[src/rtl/match_controller_if.sv]
// Bus interface for match_controller: player/timebase inputs and scoreboard outputs.
// The master modport drives the inputs (game front end); the slave modport is the controller.
// All inputs are plain levels or one-cycle strobes sampled on the rising edge of Clk; there is
// no backpressure on this bus, so no valid/ready pair is involved.
interface match_controller_if #(
  parameter int NUM_PLAYERS = 2
);
  logic                     Tick;
  logic                     Start_Pressed;
  logic                     Confirm_Pressed;
  logic [NUM_PLAYERS-1:0]   Hit_Detected;
  logic [3:0]               gameState;
  logic [3:0]               Round_Time;
  logic [4*NUM_PLAYERS-1:0] Scores;
  logic [3:0]               Round_Num;
  logic [1:0]               Winner;
  logic                     Draw;

  modport master (
    output Tick, Start_Pressed, Confirm_Pressed, Hit_Detected,
    input  gameState, Round_Time, Scores, Round_Num, Winner, Draw
  );

  modport slave (
    input  Tick, Start_Pressed, Confirm_Pressed, Hit_Detected,
    output gameState, Round_Time, Scores, Round_Num, Winner, Draw
  );
endinterface

[src/rtl/match_controller.sv]
// match_controller: round/score sequencer for a 2..4 player fighting match.
// Flow: Title -> Ready -> DiveKick -> Playing -> Pause -> Pause_2 -> Reset_State
//       -> (Ready for the next round | Victory -> Title).
// Optional feature macro DOUBLE_HIT_EN: when defined, simultaneous hits award a point to
// every hitting player; when undefined, a multi-player hit is a trade and awards nothing.
// The FSM state is visible directly on gameState.
module match_controller #(
  parameter int NUM_PLAYERS    = 2,
  parameter int WIN_SCORE      = 5,
  parameter int ROUND_TICKS    = 9,
  parameter int READY_TICKS    = 1,
  parameter int DIVEKICK_TICKS = 1,
  parameter int PAUSE_TICKS    = 2
) (
  input  logic                 Clk,
  input  logic                 Reset,
  match_controller_if.slave    bus
);

  typedef enum logic [3:0] {
    TITLE       = 4'd0,
    PLAYING     = 4'd3,
    PAUSE       = 4'd4,
    RESET_STATE = 4'd5,
    PAUSE_2     = 4'd6,
    VICTORY     = 4'd7,
    READY       = 4'd8,
    DIVEKICK    = 4'd9
  } state_t;

  localparam logic [3:0] WIN4 = 4'(WIN_SCORE);

  state_t                   state_q, state_d;
  logic [3:0]               phase_q, phase_d;
  logic [3:0]               round_time_q, round_time_d;
  logic [4*NUM_PLAYERS-1:0] scores_q, scores_d;
  logic [3:0]               round_num_q, round_num_d;
  logic [NUM_PLAYERS-1:0]   hit_q, hit_d;
  logic [NUM_PLAYERS-1:0]   award;
  logic [1:0]               winner_idx;
  logic [2:0]               win_cnt;
  logic                     any_win;

  // Find the lowest-index player at WIN_SCORE and how many players are there.
  always_comb begin
    winner_idx = 2'd0;
    win_cnt    = 3'd0;
    for (int i = NUM_PLAYERS - 1; i >= 0; i--) begin
      if (scores_q[4*i +: 4] == WIN4) begin
        winner_idx = 2'(i);
        win_cnt    = win_cnt + 3'd1;
      end
    end
    any_win = (win_cnt != 3'd0);
  end

  // Players that earn a point from the latched hit vector.
  always_comb begin
    award = '0;
`ifdef DOUBLE_HIT_EN
    award = hit_q;
`else
    // More than one simultaneous hit is a trade: nobody scores.
    if ($countones(hit_q) == 1) award = hit_q;
`endif
  end

  // Next-state and datapath updates; every register holds unless a state changes it.
  always_comb begin
    state_d      = state_q;
    phase_d      = phase_q;
    round_time_d = round_time_q;
    scores_d     = scores_q;
    round_num_d  = round_num_q;
    hit_d        = hit_q;
    case (state_q)
      TITLE: begin
        if (bus.Start_Pressed) begin
          state_d     = READY;
          scores_d    = '0;
          round_num_d = 4'd1;
          phase_d     = 4'(READY_TICKS);
        end
      end
      READY: begin
        if (bus.Tick) begin
          phase_d = phase_q - 4'd1;
          if (phase_q == 4'd1) begin
            state_d = DIVEKICK;
            phase_d = 4'(DIVEKICK_TICKS);
          end
        end
      end
      DIVEKICK: begin
        if (bus.Tick) begin
          phase_d = phase_q - 4'd1;
          if (phase_q == 4'd1) begin
            state_d      = PLAYING;
            round_time_d = 4'(ROUND_TICKS);
          end
        end
      end
      PLAYING: begin
        if (bus.Tick && round_time_q != 4'd0) round_time_d = round_time_q - 4'd1;
        // A hit wins over a timeout seen in the same cycle.
        if (|bus.Hit_Detected) begin
          state_d = PAUSE;
          hit_d   = bus.Hit_Detected;
        end else if (round_time_q == 4'd0) begin
          state_d = PAUSE;
          hit_d   = '0;
        end
      end
      PAUSE: begin
        for (int i = 0; i < NUM_PLAYERS; i++) begin
          if (award[i] && scores_q[4*i +: 4] != WIN4)
            scores_d[4*i +: 4] = scores_q[4*i +: 4] + 4'd1;
        end
        hit_d   = '0;
        state_d = PAUSE_2;
        phase_d = 4'(PAUSE_TICKS);
      end
      PAUSE_2: begin
        if (bus.Tick) begin
          phase_d = phase_q - 4'd1;
          if (phase_q == 4'd1) state_d = RESET_STATE;
        end
      end
      RESET_STATE: begin
        if (any_win) begin
          state_d = VICTORY;
        end else if (bus.Start_Pressed) begin
          state_d     = READY;
          phase_d     = 4'(READY_TICKS);
          round_num_d = (round_num_q == 4'd15) ? 4'd15 : round_num_q + 4'd1;
        end
      end
      VICTORY: begin
        if (bus.Confirm_Pressed) state_d = TITLE;
      end
      default: state_d = TITLE;
    endcase
  end

  // State and datapath registers; reset clears everything, including a pending award.
  always_ff @(posedge Clk or negedge Reset) begin
    if (!Reset) begin
      state_q      <= TITLE;
      phase_q      <= 4'd0;
      round_time_q <= 4'd0;
      scores_q     <= '0;
      round_num_q  <= 4'd0;
      hit_q        <= '0;
    end else begin
      state_q      <= state_d;
      phase_q      <= phase_d;
      round_time_q <= round_time_d;
      scores_q     <= scores_d;
      round_num_q  <= round_num_d;
      hit_q        <= hit_d;
    end
  end

  assign bus.gameState  = state_q;
  assign bus.Round_Time = round_time_q;
  assign bus.Scores     = scores_q;
  assign bus.Round_Num  = round_num_q;
  assign bus.Winner     = (state_q == VICTORY) ? winner_idx : 2'd0;
  assign bus.Draw       = (state_q == VICTORY) && (win_cnt > 3'd1);

endmodule

[src/flat_wrapper.sv]
// flat-port wrapper written by rule: the top's interface ports become plain ports
module match_controller_flat 
#(
  parameter int NUM_PLAYERS    = 2,
  parameter int WIN_SCORE      = 5,
  parameter int ROUND_TICKS    = 9,
  parameter int READY_TICKS    = 1,
  parameter int DIVEKICK_TICKS = 1,
  parameter int PAUSE_TICKS    = 2
)
  (Clk, Reset, bus_Tick, bus_Start_Pressed, bus_Confirm_Pressed, bus_Hit_Detected, bus_gameState, bus_Round_Time, bus_Scores, bus_Round_Num, bus_Winner, bus_Draw);
  match_controller_if #(.NUM_PLAYERS(NUM_PLAYERS)) bus_i ();
  input  logic Clk;
  input  logic Reset;
  input wire logic [$bits(bus_i.Tick)-1:0] bus_Tick;
  input wire logic [$bits(bus_i.Start_Pressed)-1:0] bus_Start_Pressed;
  input wire logic [$bits(bus_i.Confirm_Pressed)-1:0] bus_Confirm_Pressed;
  input wire logic [$bits(bus_i.Hit_Detected)-1:0] bus_Hit_Detected;
  output wire logic [$bits(bus_i.gameState)-1:0] bus_gameState;
  output wire logic [$bits(bus_i.Round_Time)-1:0] bus_Round_Time;
  output wire logic [$bits(bus_i.Scores)-1:0] bus_Scores;
  output wire logic [$bits(bus_i.Round_Num)-1:0] bus_Round_Num;
  output wire logic [$bits(bus_i.Winner)-1:0] bus_Winner;
  output wire logic [$bits(bus_i.Draw)-1:0] bus_Draw;
  assign bus_i.Tick = bus_Tick;
  assign bus_i.Start_Pressed = bus_Start_Pressed;
  assign bus_i.Confirm_Pressed = bus_Confirm_Pressed;
  assign bus_i.Hit_Detected = bus_Hit_Detected;
  assign bus_gameState = bus_i.gameState;
  assign bus_Round_Time = bus_i.Round_Time;
  assign bus_Scores = bus_i.Scores;
  assign bus_Round_Num = bus_i.Round_Num;
  assign bus_Winner = bus_i.Winner;
  assign bus_Draw = bus_i.Draw;
  match_controller #(.NUM_PLAYERS(NUM_PLAYERS), .WIN_SCORE(WIN_SCORE), .ROUND_TICKS(ROUND_TICKS), .READY_TICKS(READY_TICKS), .DIVEKICK_TICKS(DIVEKICK_TICKS), .PAUSE_TICKS(PAUSE_TICKS)) u_core (.Clk(Clk), .Reset(Reset), .bus(bus_i));
endmodule
[config.mk]
export PLATFORM = sky130hd
export DESIGN_NAME = match_controller_flat
export DESIGN_NICKNAME = d
export VERILOG_FILES = /design/src/rtl/match_controller_if.sv /design/src/rtl/match_controller.sv /design/src/flat_wrapper.sv
export SDC_FILE = /design/constraint.sdc
export NUM_CORES = 1
export LEC_CHECK = 0
export ABC_AREA = 1
export BUFFER_PORTS_ARGS = -buffer_cell sky130_fd_sc_hd__buf_4
export CAP_MARGIN = 5
export CELL_PAD_IN_SITES_DETAIL_PLACEMENT = 0
export CELL_PAD_IN_SITES_GLOBAL_PLACEMENT = 1
export CORE_AREA = 4 4 81 68
export DETAILED_ROUTE_END_ITERATION = 8
export DIE_AREA = 0 0 85 72
export PLACE_DENSITY = 0.75
export SYNTH_ARGS = -nofsm -noshare
export SYNTH_HDL_FRONTEND = slang
export SYNTH_SLANG_ARGS = --single-unit
[constraint.sdc]
create_clock -name Clk -period 1.7 [get_ports Clk]
set_input_delay 0.34 -clock Clk [delete_from_list [all_inputs] [get_ports Clk]]
set_output_delay 0.34 -clock Clk [all_outputs]
set_load 0.05 [all_outputs]
==> impl_metrics.toml <==
[route]
drc = 0
drtPass1Iterations = 5
ant_nets = 0
viasPerCell = 4.81
first_iter_violations = 75
wl_um = 4580
vias = 1780
wl_per_cell_um = 12.4

[final_layout]
seqCellArea_um2 = 663
drive_above_1_share_pct = 29.5
fillerInstances = 508
stdcell_area_um2 = 2370
multi_input_area_um2 = 1160
syn_to_final_growth_pct = 28.8
antenna_cells = 0
final_nets = 325
fin_cells = 370

[clock_network]
cts_tree = "built"
clkSinkCount = 26
insertion_delay_ps = 270
cts_made_buffers = 3
clockRootBuffer = "clkbuf_8"
h-tree-depth = 1
clock_path_buffers = 2
clk_transition_reported_paths_ps = 90

[logic_synthesis]
yosysMostFrequentCell = "nand2_1"
seq_area_frac_synth_pct = 35.4
synthFlopType = "dfrtp_1"
synth_area_per_cell_um2 = 6.89
synth-seq-cells = 26
synth_top_area_cell = "dfrtp_1"
synth_cell_types = 26
yosys.area.top_type_share_pct = 35.4
async_flop_share_pct = 100
netlist_area_um2 = 1840
synth-edff-count = 0
synth_commonest_cells = "nand2_1, nand3_1, nor2_1"
ys_warn_count = 0
synthTopCellsByArea = "dfrtp_1, nand2_1, nand3_1"
synth_nets = 283
synth_cells = 267

[setup_path]
cp-start-kind = "register"
r2r_cells = 9
cp_data_arrival_time_ps = 1360
rr_endpoint = "u_core.phase_q[3]"
cp-end-kind = "output pin"
worstReg2RegStart = "u_core.bus.gameState[0]"
crit_fanout = 2
critical_path_class = "reg -> out"
reg2reg_slack_ps = 160
cp.required_ps = 1360

[power_and_ir_drop]
power_frac_seq_pct = 25.3
combPwrFrac_pct = 65.1
switching_share_pct = 53.3
pwr-share-clk_pct = 9.6
switching_power_uw = 2040
p_int_uw = 1780
leakage_uw = 0.00128
pwr_density_cell_nw_per_um2 = 1610
peakVddDrop_mv = 1.08

[grt]
grt_pass1_wl_um = 8110
grt_overflow = 0
first_global_vias = 1729
antenna_found_initial = 0
grt_max_degree = 27
grt_usage_pct = 16.4

[sta]
fmax_ghz = 0.587
skew_ps = 5.71
finalMaxSlewViolations = 0
worst_hold_slack_ps = 294
final.min_clock_period_ps = 1700
setup_viol = 1
fin_crit_sh_pct = 100
finalWorstSetupSlack_ps = -4.57
rsz0062_at_grt = "yes"
finalHoldViolCount = 0

[floorplan]
die_w_um = 85
initial_core_util_pct = 38.3
fp-row-count = 23
coreArea_um2 = 4810
chipHeight_um = 72
num_io_pins = 30
die_area_um2 = 6120

[worst_hold_path]
worstHoldStart = "bus_Hit_Detected[1]"
hold_end = "u_core.hit_q[1]"
holdPathStages = 3
worstHoldPathType = "in -> reg"

[placed_design]
port_buffers = 28
dp_hpwl_um = 3520
dp.cells = 358
post-place-ws_ps = 127
placed_area_um2 = 2210
routabilityCongestion = 0.753

[run_status]
outcome = "finished with violations"
violations = "setup timing"

[run]
cap_viol_max_count = 0
layer usage:
layer	share of wire [%]	GRT usage [%]
met1	52	23.9
met2	43	26.1
met3	3.8	3.06
met4	0.52	2.11
met5	0	0
critical path, stage by stage (launching register included):
cell	delay [ps]
dfrtp_2	430
inv_2	90
nand2_4	60
nor2_4	90
inv_2	70
nor3_4	180
buf_6	180
state kept, by name (all words and copies together) (netlist names):
| signal | flops |
|---|---|
| u_core.hit_q | 2 |
| u_core.bus.gameState | 4 |
| u_core.bus.Round_Num | 4 |
| u_core.bus.Scores | 8 |
| u_core.phase_q | 4 |
| u_core.bus.Round_Time | 4 |
how the worst max path moves through the flow:
| stage | from | endpoint | slack, ps |
|---|---|---|---|
| final | u_core.bus.gameState[3] | bus_Winner[0] | -5 |
| after global routing | u_core.bus.gameState[3] | bus_Winner[0] | -80 |
| after CTS | u_core.bus.gameState[3] | bus_Winner[0] | -20 |
| after detailed placement | u_core.phase_q[1] | u_core.bus.Round_Time[1] | 130 |
| after global placement | u_core.bus.gameState[3] | bus_Winner[0] | 160 |
| after floorplan | u_core.bus.Scores[1] | bus_Winner[0] | -10 |
placed cells by master (no fill, tap or decap):
cell | Yosys | layout
inv_1 | 26 | 23
or2_2 | 1 | 1
buf_6 | 0 | 2
dfrtp_1 | 26 | 16
nand4_1 | 2 | 2
o22ai_1 | 1 | 1
ha_1 | 9 | 7
inv_2 | 6 | 9
conb_1 | 1 | 1
a31oi_1 | 1 | 1
nor2_2 | 3 | 5
inv_4 | 1 | 1
or2_0 | 1 | 1
nor2_4 | 2 | 3
ha_4 | 0 | 2
nand2_1 | 79 | 78
buf_4 | 1 | 35
nor3_2 | 0 | 1
o21ai_1 | 8 | 7
xor2_1 | 6 | 6
nand3_4 | 0 | 2
nand3_1 | 31 | 28
dfrtp_2 | 0 | 10
o21ai_0 | 14 | 14
nand3_2 | 3 | 4
o21ai_2 | 1 | 2
nand2_2 | 5 | 5
dlygate4sd3_1 | 0 | 1
a21oi_1 | 2 | 2
clkbuf_1 | 0 | 1
nor3_1 | 4 | 1
nor2_1 | 30 | 27
nand2_4 | 3 | 4
clkbuf_8 | 0 | 3
nor3_4 | 0 | 2
stage by stage:
stage | power [uW] | setup TNS (ps) | utilization (%)
2_1_floorplan | 2730 | -16.6 | -
3_3_place_gp | 3330 | 0 | 45.9
4_1_cts | 3810 | -29.1 | 49.0
3_5_place_dp | 3320 | 0 | 45.9
5_1_grt | 4210 | -159 | 49.3
6_report | 3820 | -4.57 | 49.3
cell type report:
class                   instances  share of cell area [%]
inverters                      33                    5.33
multi-input cells             207                    49.0
repair buffers                 38                    12.5
clock buffers                   4                    1.90
flip-flops and latches         26                    28.0
well taps                      62                    3.27
cell families after synthesis:
group                    count (synthesis)  share of synthesized area (%)
AND/OR/NAND/NOR                        164                           40.5
buffers and inverters                   34                           7.27
AO/OA/AOI/OAI                           27                           7.68
flip-flops                              26                           35.3
adder cells (fa/ha/maj)                  9                           6.12
XOR/XNOR                                 6                           2.86
other                                    1                          0.204
power groups by stage:
stage                     clock [uW]  combinational [uW]  sequential, uW
final                            367                2490             967
after global routing             414                2800             997
after CTS                        386                2460             964
after detailed placement           0                2280            1040
after global placement             0                2290            1040
after floorplan                    0                1340            1380
timing repair:
item	4_1_cts	5_1_grt
hold endpoints to repair	26	0
hold buffers	1	0
cloned	0	0
pin swaps	0	0
resized for setup	9	4
endpoints found under the setup margin	2	21
buffers inserted	7	0
No activity file was read; power rests on OpenSTA's default activity.
